[config.mk]
export PLATFORM = sky130hd
export DESIGN_NAME = mem_arbiter
export DESIGN_NICKNAME = d
export VERILOG_FILES = /design/src/rtl/mem_arbiter.sv
export SDC_FILE = /design/constraint.sdc
export NUM_CORES = 1
export LEC_CHECK = 0
export CAP_MARGIN = 15
export CORE_ASPECT_RATIO = 0.75
export CORE_MARGIN = 2
export CORE_UTILIZATION = 35
export CTS_CLUSTER_DIAMETER = 200
export CTS_CLUSTER_SIZE = 40
export DETAILED_ROUTE_END_ITERATION = 10
export PLACE_DENSITY = 0.73
export RECOVER_POWER = 100
export SYNTH_ARGS = -nofsm -noshare
export SYNTH_HDL_FRONTEND = slang
export SYNTH_SLANG_ARGS = --single-unit
[constraint.sdc]
create_clock -name clk -period 2.8 [get_ports clk]
set_input_delay 0.7 -clock clk [delete_from_list [all_inputs] [get_ports clk]]
set_output_delay 0.7 -clock clk [all_outputs]
set_load 0.02 [all_outputs]
[src/rtl/mem_arbiter.sv]
// Two-port CPU/front-panel arbiter for the shared data memory: one-beat strobes, registered read return.
// Define ARB_CPU_PRIO_EN for fixed CPU priority; round-robin otherwise.
module mem_arbiter #(
   parameter int unsigned ADDR_W = 16,
   parameter int unsigned DATA_W = 8
) (
   input  logic              clk,
   input  logic              rst,
   input  logic              cpu_req,
   input  logic              cpu_we,
   input  logic [ADDR_W-1:0] cpu_addr,
   input  logic [DATA_W-1:0] cpu_wdata,
   output logic              cpu_gnt,
   output logic              cpu_rvalid,
   input  logic              pnl_req,
   input  logic              pnl_we,
   input  logic [ADDR_W-1:0] pnl_addr,
   input  logic [DATA_W-1:0] pnl_wdata,
   output logic              pnl_gnt,
   output logic              pnl_rvalid,
   output logic [DATA_W-1:0] rdata,
   output logic              mem_read,
   output logic              mem_write,
   output logic [ADDR_W-1:0] mem_addr,
   output logic [DATA_W-1:0] mem_wdata,
   input  logic [DATA_W-1:0] mem_rdata,
   output logic [1:0]        owner,
   output logic              busy
);

   typedef enum logic [1:0] {IDLE, ACC, RWAIT, RCAP} state_t;

   localparam logic [1:0] OWN_NONE = 2'b00;
   localparam logic [1:0] OWN_CPU  = 2'b01;
   localparam logic [1:0] OWN_PNL  = 2'b10;

   state_t state;
   logic   win_pnl;
   logic   acc_we;
   logic   pick_pnl;
   logic   pick_we;

`ifndef ARB_CPU_PRIO_EN
   logic   last_pnl;
`endif

   // Winner selection among the requests sampled in IDLE
   always_comb begin
`ifdef ARB_CPU_PRIO_EN
      pick_pnl = pnl_req & ~cpu_req;
`else
      pick_pnl = pnl_req & (~cpu_req | ~last_pnl);
`endif
      pick_we = pick_pnl ? pnl_we : cpu_we;
   end

   always_ff @(posedge clk or negedge rst) begin
      if (!rst) begin
         state      <= IDLE;
         win_pnl    <= 1'b0;
         acc_we     <= 1'b0;
         cpu_gnt    <= 1'b0;
         pnl_gnt    <= 1'b0;
         cpu_rvalid <= 1'b0;
         pnl_rvalid <= 1'b0;
         mem_read   <= 1'b0;
         mem_write  <= 1'b0;
         mem_addr   <= '0;
         mem_wdata  <= '0;
         rdata      <= '0;
         owner      <= OWN_NONE;
         busy       <= 1'b0;
`ifndef ARB_CPU_PRIO_EN
         last_pnl   <= 1'b1;
`endif
      end else begin
         // Pulses default low every cycle
         cpu_gnt    <= 1'b0;
         pnl_gnt    <= 1'b0;
         cpu_rvalid <= 1'b0;
         pnl_rvalid <= 1'b0;
         mem_read   <= 1'b0;
         mem_write  <= 1'b0;
         case (state)
            IDLE: begin
               if (cpu_req || pnl_req) begin
                  state     <= ACC;
                  busy      <= 1'b1;
                  win_pnl   <= pick_pnl;
                  acc_we    <= pick_we;
                  owner     <= pick_pnl ? OWN_PNL : OWN_CPU;
                  mem_addr  <= pick_pnl ? pnl_addr : cpu_addr;
                  mem_wdata <= pick_pnl ? pnl_wdata : cpu_wdata;
                  cpu_gnt   <= ~pick_pnl;
                  pnl_gnt   <= pick_pnl;
                  mem_write <= pick_we;
                  mem_read  <= ~pick_we;
               end
            end
            ACC: begin
`ifndef ARB_CPU_PRIO_EN
               last_pnl <= win_pnl;
`endif
               if (acc_we) begin
                  state <= IDLE;
                  busy  <= 1'b0;
                  owner <= OWN_NONE;
               end else begin
                  state <= RWAIT;
               end
            end
            RWAIT: begin
               rdata      <= mem_rdata;
               cpu_rvalid <= ~win_pnl;
               pnl_rvalid <= win_pnl;
               state      <= RCAP;
            end
            RCAP: begin
               state <= IDLE;
               busy  <= 1'b0;
               owner <= OWN_NONE;
            end
            default: begin
               state <= IDLE;
               busy  <= 1'b0;
               owner <= OWN_NONE;
            end
         endcase
      end
   end

endmodule

==> results of run 1 <==
through the flow:
stage | instances | utilization | total power [mW] | hold WS (ns) | cell area (um^2)
2_1_floorplan | 145 | - | 2.045 | 0.4032 | 1901
6_report | 323 | 0.5839 | 3.230 | 0.4403 | 3092
3_5_place_dp | 315 | 0.5591 | 2.777 | 0.4314 | 2960
3_3_place_gp | 315 | 0.5591 | 2.745 | 0.4116 | 2960
4_1_cts | 323 | 0.5860 | 3.381 | 0.4458 | 3103
5_1_grt | 323 | 0.5839 | 3.442 | 0.4767 | 3092
placed cells by master, fill, tap and decap left out:
cell type and n:
nor2_1 6, nor2_2 1, nand2b_1 2, and3_1 25, clkbuf_1 2, mux2_2 8
bufinv_16 2, dfrtp_1 45, clkdlybuf4s50_1 59, o21ai_0 4, buf_4 3, nor2b_1 1
or2b_1 1, clkbuf_8 6, or2_2 1, dfstp_2 1, nand2_4 1, a221o_1 24
inv_1 2, a31oi_1 1, a31o_2 2, clkbuf_2 1, and2_1 1, dlygate4sd3_1 42
mux2i_1 1, a21oi_1 3, a21boi_0 1, nand2_1 2
per-layer routing:
metal	track usage	wire, um
met5	0	0
met3	0.05066	425
met1	0.2217	2214
met2	0.2417	2188
met4	0.06157	66
path summary, 6_finish.rpt:
kind	end	slack (ns)
setup / recovery	mem_addr[8]	0.63
hold / removal	cpu_rvalid	0.44
setup reg to reg	mem_addr[7]	1.21
hold reg to reg	cpu_rvalid	0.44
max in group asynchronous	mem_addr[5]	0.84
min in group asynchronous	rdata[7]	0.78
sequential cells by signal (all words and copies together), names as in the netlist, named ones only:
| register | count |
|---|---|
| mem_addr | 16 |
| mem_wdata | 8 |
| rdata | 8 |
| owner | 2 |
| acc_we | 1 |
| busy | 1 |
| cpu_gnt | 1 |
| cpu_rvalid | 1 |
| last_pnl | 1 |
| mem_read | 1 |
| mem_write | 1 |
| pnl_gnt | 1 |
| pnl_rvalid | 1 |
| state | 1 |
| win_pnl | 1 |
kinds of logic after synthesis:
group	synth area share
flops	0.6063
simple gates	0.1277
compound gates	0.1633
buf+inv	0.05003
mux	0.05267
report_power, final:
part / switching (mW) / internal (mW)
sequential: 0.161 / 0.969
clock: 0.220 / 0.380
combinational: 0.764 / 0.735
area by class of cell:
type | instances | area [um^2] | share of cell area
multi-input cells | 85 | 649.4 | 0.2100
inverters | 2 | 7.507 | 0.002428
clock buffers | 6 | 82.58 | 0.02671
clock inverters | 2 | 60.06 | 0.01943
well taps | 75 | 93.84 | 0.03035
repair buffers | 107 | 1046 | 0.3383
flip-flops and latches | 46 | 1152 | 0.3727
==> qor.csv, run 1 <==
stage;metric;value;unit
outcome;outcome;finished, violations left;
outcome;violated checks;max-capacitance violations, max-slew violations;
synthesis;synthesized flop and latch total;46;
clocking;number of setup buffers added after CTS;0;
cells_and_area;synthesis-to-finish area growth;62.67;%
global_route;initial antenna violation count;0;
floorplanning;io pins;103;
cells_and_area;diodes inserted;0;
placed_design;Post-Place Setup Slack;0.6121;ns
synthesis;Yosys warnings;0;
critical_path;Worst Setup End Kind;flop;
synthesis;share of Yosys cell area claimed by the top area cell type;0.5925;
synthesis;EDFF count, synth;0;
sta;RSZ-0062 raised after global routing;no;
sta;clk_skew;0.003393;ns
synthesis;ys flop type;dfrtp_1;
sta;final hold viol count;0;
sta;fin crit share;0.7751;
clocking;Num CTS Buffers;5;
clocking;TritonCTS clock tree;done;
critical_path;Buffers & Inverters on Critical Path;2;
detailed_routing;Final ANT Viol Nets;0;
worst_hold_path;hold path depth;1;
global_route;All-Layer GR Usage;0.1619;
critical_path;CP max stage delay;0.59;ns
cells_and_area;Layout Nets;309;
critical_path;CP max-delay cell;dlygate4sd3_1;
critical_path;cell family with most CP delay;buffers and inverters;
floorplanning;die area;6042;um^2
critical_path;WP data required;3.04;ns
critical_path;Critical Path, Cell by Cell;dlygate4sd3_1, a21boi_0, clkbuf_1, and3_1, a221o_1;
synthesis;syn_nets;207;
sta;Final min period;2.170;ns
synthesis;Async SR Flop Fraction;1.000;
synthesis;Post-Syn Area;1901;um^2
synthesis;Syn Inst Count;145;
critical_path;WP depth;5;
floorplanning;Die Height;67.82;um
pwr;Leak Pwr;1.430;nW
synthesis;Synth area leader;dfrtp_1;
detailed_routing;via count;1571;
critical_path;Crit. Startpoint;pnl_req;
detailed_routing;WL final;4.894;mm
floorplanning;core area;5295;um^2
detailed_routing;vias per inst;4.864;
worst_hold_path;Hold Path Class;flop to flop;
cells_and_area;layout cells sized above 1;0.1048;
global_route;pin count of the biggest net entering global routing;31;
floorplanning;Initial Util;0.3589;
placed_design;input/output buffers;102;
clocking;Post-CTS Resized;0;
detailed_routing;DR DRC count;0;
synthesis;Netlist cell types;24;
synthesis;mean post-synth cell area;13.11;um^2
flow_run;MaxCap Viol Count;1;
global_route;vias in the first global route;1510;
critical_path;Reg2Reg Depth;3;
clocking;total clock sinks;46;
critical_path;Worst Setup Start Kind;primary input;
detailed_routing;drt pass-1 iters;4;
synthesis;Area contributors post-synth;dfrtp_1 (59%), a221o_1 (13%), and3_1 (8.2%), mux2_2 (4.7%), buf_6 (3.0%);
synthesis;synth cell count leaders;dfrtp_1 (45), and3_1 (25), a221o_1 (24);
floorplanning;FP Rows;23;
critical_path;crit-path max FO;8;
cells_and_area;# fillers;468;
sta;worst slew pin tran;1.582;ns
global_route;GRT overflow;0;
sta;setup TNS;0;ns
detailed_routing;Avg WL per Cell;15.15;um
floorplanning;Die W;89.09;um
sta;fmax;460.8;MHz
synthesis;top-count cell post-synth;dfrtp_1;
placed_design;Post-DP HPWL;3.485;mm
detailed_routing;1st-iter DRT viols;65;
sta;Final setup violation count;0;
worst_hold_path;HP Start;win_pnl;
sta;Final Max Slew Viols;31;
clocking;Worst-path clk slew;0.08;ns
clocking;Hold Buf Count CTS;0;
pwr;Pwr Density;1045;nW/um^2
critical_path;Arrival @ worst endpoint;2.41;ns
critical_path;Setup CP Type;primary input to flop;
sta;Slew headroom;-0.05499;
clocking;htree depth;2;
pwr;Max VDD drop;0.0003598;V
clocking;CTS root buf;clkbuf_8;
sta;setup ws final;0.6299;ns
synthesis;register area share after synthesis;0.6063;
placed_design;Placer Congestion;0.7206;
global_route;first-pass GRT wire length;7.265;mm
clocking;Max Root-Sink Buffers;2;
clocking;Clock Latency Late Sink;0.30;ns
No activity file was read; power rests on OpenSTA's default activity.
==> inputs of run 2 (changes only) <==
--- a/config.mk
+++ b/config.mk
@@ -12,7 +12,7 @@
 export CTS_CLUSTER_DIAMETER = 200
 export CTS_CLUSTER_SIZE = 40
 export DETAILED_ROUTE_END_ITERATION = 10
-export PLACE_DENSITY = 0.73
+export PLACE_DENSITY = 0.76
 export RECOVER_POWER = 100
 export SYNTH_ARGS = -nofsm -noshare
 export SYNTH_HDL_FRONTEND = slang
==> constraint.sdc (replaced) <==
create_clock -name clk -period 1.85 [get_ports clk]
set_input_delay 0.4625 -clock clk [delete_from_list [all_inputs] [get_ports clk]]
set_output_delay 0.4625 -clock clk [all_outputs]
set_load 0.02 [all_outputs]
==> qor.csv, run 2 (synthesized netlist as in run 1, its figures left out) <==
stage;metric;value;unit
placed_design;input/output buffers;102;
critical_path;cell family with most CP delay;buffers and inverters;
critical_path;crit-path max FO;2;
clocking;Clock Latency Late Sink;0.29;ns
clocking;TritonCTS clock tree;done;
sta;Slew headroom;0.4014;
clocking;number of setup buffers added after CTS;0;
detailed_routing;drt pass-1 iters;4;
detailed_routing;1st-iter DRT viols;45;
critical_path;CP max stage delay;0.65;ns
clocking;Worst-path clk slew;0.08;ns
global_route;initial antenna violation count;0;
pwr;Pwr Density;1520;nW/um^2
sta;setup TNS;0;ns
clocking;Hold Buf Count CTS;0;
detailed_routing;WL final;4.629;mm
detailed_routing;Avg WL per Cell;14.20;um
global_route;global routing usage on met1;0.2090;
worst_hold_path;Hold Path Class;primary input to async pin;
sta;Final min period;1.798;ns
pwr;Leak Pwr;1.389;nW
detailed_routing;Final ANT Viol Nets;0;
floorplanning;Initial Util;0.3589;
global_route;vias in the first global route;1463;
placed_design;Post-DP HPWL;3.439;mm
critical_path;Worst Setup End Kind;output port;
cells_and_area;most common cell after layout, fill and taps aside;clkdlybuf4s50_1;
detailed_routing;via count;1568;
clocking;htree depth;2;
sta;RSZ-0062 raised after global routing;no;
critical_path;Worst Setup Start Kind;flop;
critical_path;Critical Path, Cell by Cell;dlygate4sd3_1;
critical_path;Setup CP Type;flop to output port;
cells_and_area;diodes inserted;0;
sta;final hold viol count;0;
clocking;total clock sinks;46;
sta;Final Max Slew Viols;0;
cells_and_area;Util after Layout;0.5782;
global_route;pin count of the biggest net entering global routing;33;
cells_and_area;max reg flops;16;
sta;fin crit share;0.9718;
global_route;first-pass GRT wire length;7.058;mm
floorplanning;die area;6042;um^2
cells_and_area;# fillers;464;
floorplanning;io pins;103;
clocking;Num CTS Buffers;5;
sta;Final setup violation count;0;
cells_and_area;Biggest register;mem_addr;
critical_path;CP max-delay cell;dlygate4sd3_1;
clocking;Post-CTS Resized;0;
floorplanning;FP Rows;23;
detailed_routing;vias per inst;4.810;
critical_path;WP data required;1.39;ns
cells_and_area;Layout Nets;312;
sta;hold_ws;0.2684;ns
global_route;All-Layer GR Usage;0.1580;
floorplanning;Die W;89.09;um
cells_and_area;most frequent cells in the layout;clkdlybuf4s50_1 (82), dfrtp_1 (45), and3_1 (25);
cells_and_area;layout cells sized above 1;0.1036;
clocking;Max Root-Sink Buffers;2;
cells_and_area;largest registers;mem_addr: 16 flops, mem_wdata: 8 flops, rdata: 8 flops;
detailed_routing;DR DRC count;0;
flow_run;MaxCap Viol Count;0;
floorplanning;Die Height;67.82;um
critical_path;Arrival @ worst endpoint;1.34;ns
sta;worst slew pin tran;0.8980;ns
floorplanning;core area;5295;um^2
global_route;GRT overflow;0;
sta;fmax;556.2;MHz
critical_path;Buffers & Inverters on Critical Path;1;
pwr;Max VDD drop;0.0006662;V
placed_design;dpl cells;318;
placed_design;Placer Congestion;0.7231;
clocking;CTS root buf;clkbuf_8;
sta;clk_skew;0.004060;ns
outcome;outcome;completed;
global_route;Most Crowded Layer GR;met2;
global_route;routing usage on met3;0.06273;
cells_and_area;synthesis-to-finish area growth;61.09;%
cells_and_area;Non-Filler Instances;326;
global_route;GR Layer Usage met2;0.2352;
run 2: per-stage QoR:
stage               area (um^2)  setup slack, ns  power (mW)
detailed placement         2995         -0.03075       4.205
CTS                        3075          0.08824       4.794
floorplan                  1901           0.4493       3.095
finish                     3062          0.05218       4.654
global route               3062          0.02832       4.954
global placement           2995         -0.02978       4.162
run 2: worst register-to-register path, delay by kind of cell, from the launching register on:
family,cells,cell delay (ns)
simple gates,2,0.52
flops,1,0.45
compound gates,1,0.42
run 2: final cells by class:
cell class                      count  area [um^2]  share of cell area
Clock buffer                        8        80.08             0.02615
Inverter                            2        7.507            0.002452
Multi-Input combinational cell     85        653.1              0.2133
Sequential cell                    46         1152              0.3764
Tap cell                           75        93.84             0.03065
Timing Repair Buffer              110         1075              0.3510
run 2: final timing paths:
| kind | startpoint | end | slack [ns] | cells past startpoint |
|---|---|---|---|---|
| min | rst | rdata[7] | 0.27 | 1 |
| max in group asynchronous | rst | last_pnl | 0.86 | 2 |
| min reg2reg | win_pnl | cpu_rvalid | 0.43 | 1 |
| min in group clk | win_pnl | cpu_rvalid | 0.43 | 1 |
| max | mem_addr[3] | mem_addr[3] | 0.05 | 1 |
| max reg2reg | flop | mem_addr[2] | 0.34 | 3 |
run 2: where the power goes:
| part | internal (mW) | switching, mW | leakage, nW |
|---|---|---|---|
| registers | 1.47 | 0.257 | 0.565 |
| clock network | 0.269 | 0.310 | 0.0395 |
| logic | 1.21 | 1.14 | 0.784 |
| total | 2.95 | 1.70 | 1.39 |
run 2: layer usage:
layer | vias to the layer above | part of all wire | routed length [um]
met5 | - | 0 | 0
li1 | 759 | - | -
met3 | 7 | 0.099 | 457
met4 | 0 | 0.013 | 60
met2 | 66 | 0.43 | 2008
met1 | 736 | 0.45 | 2102
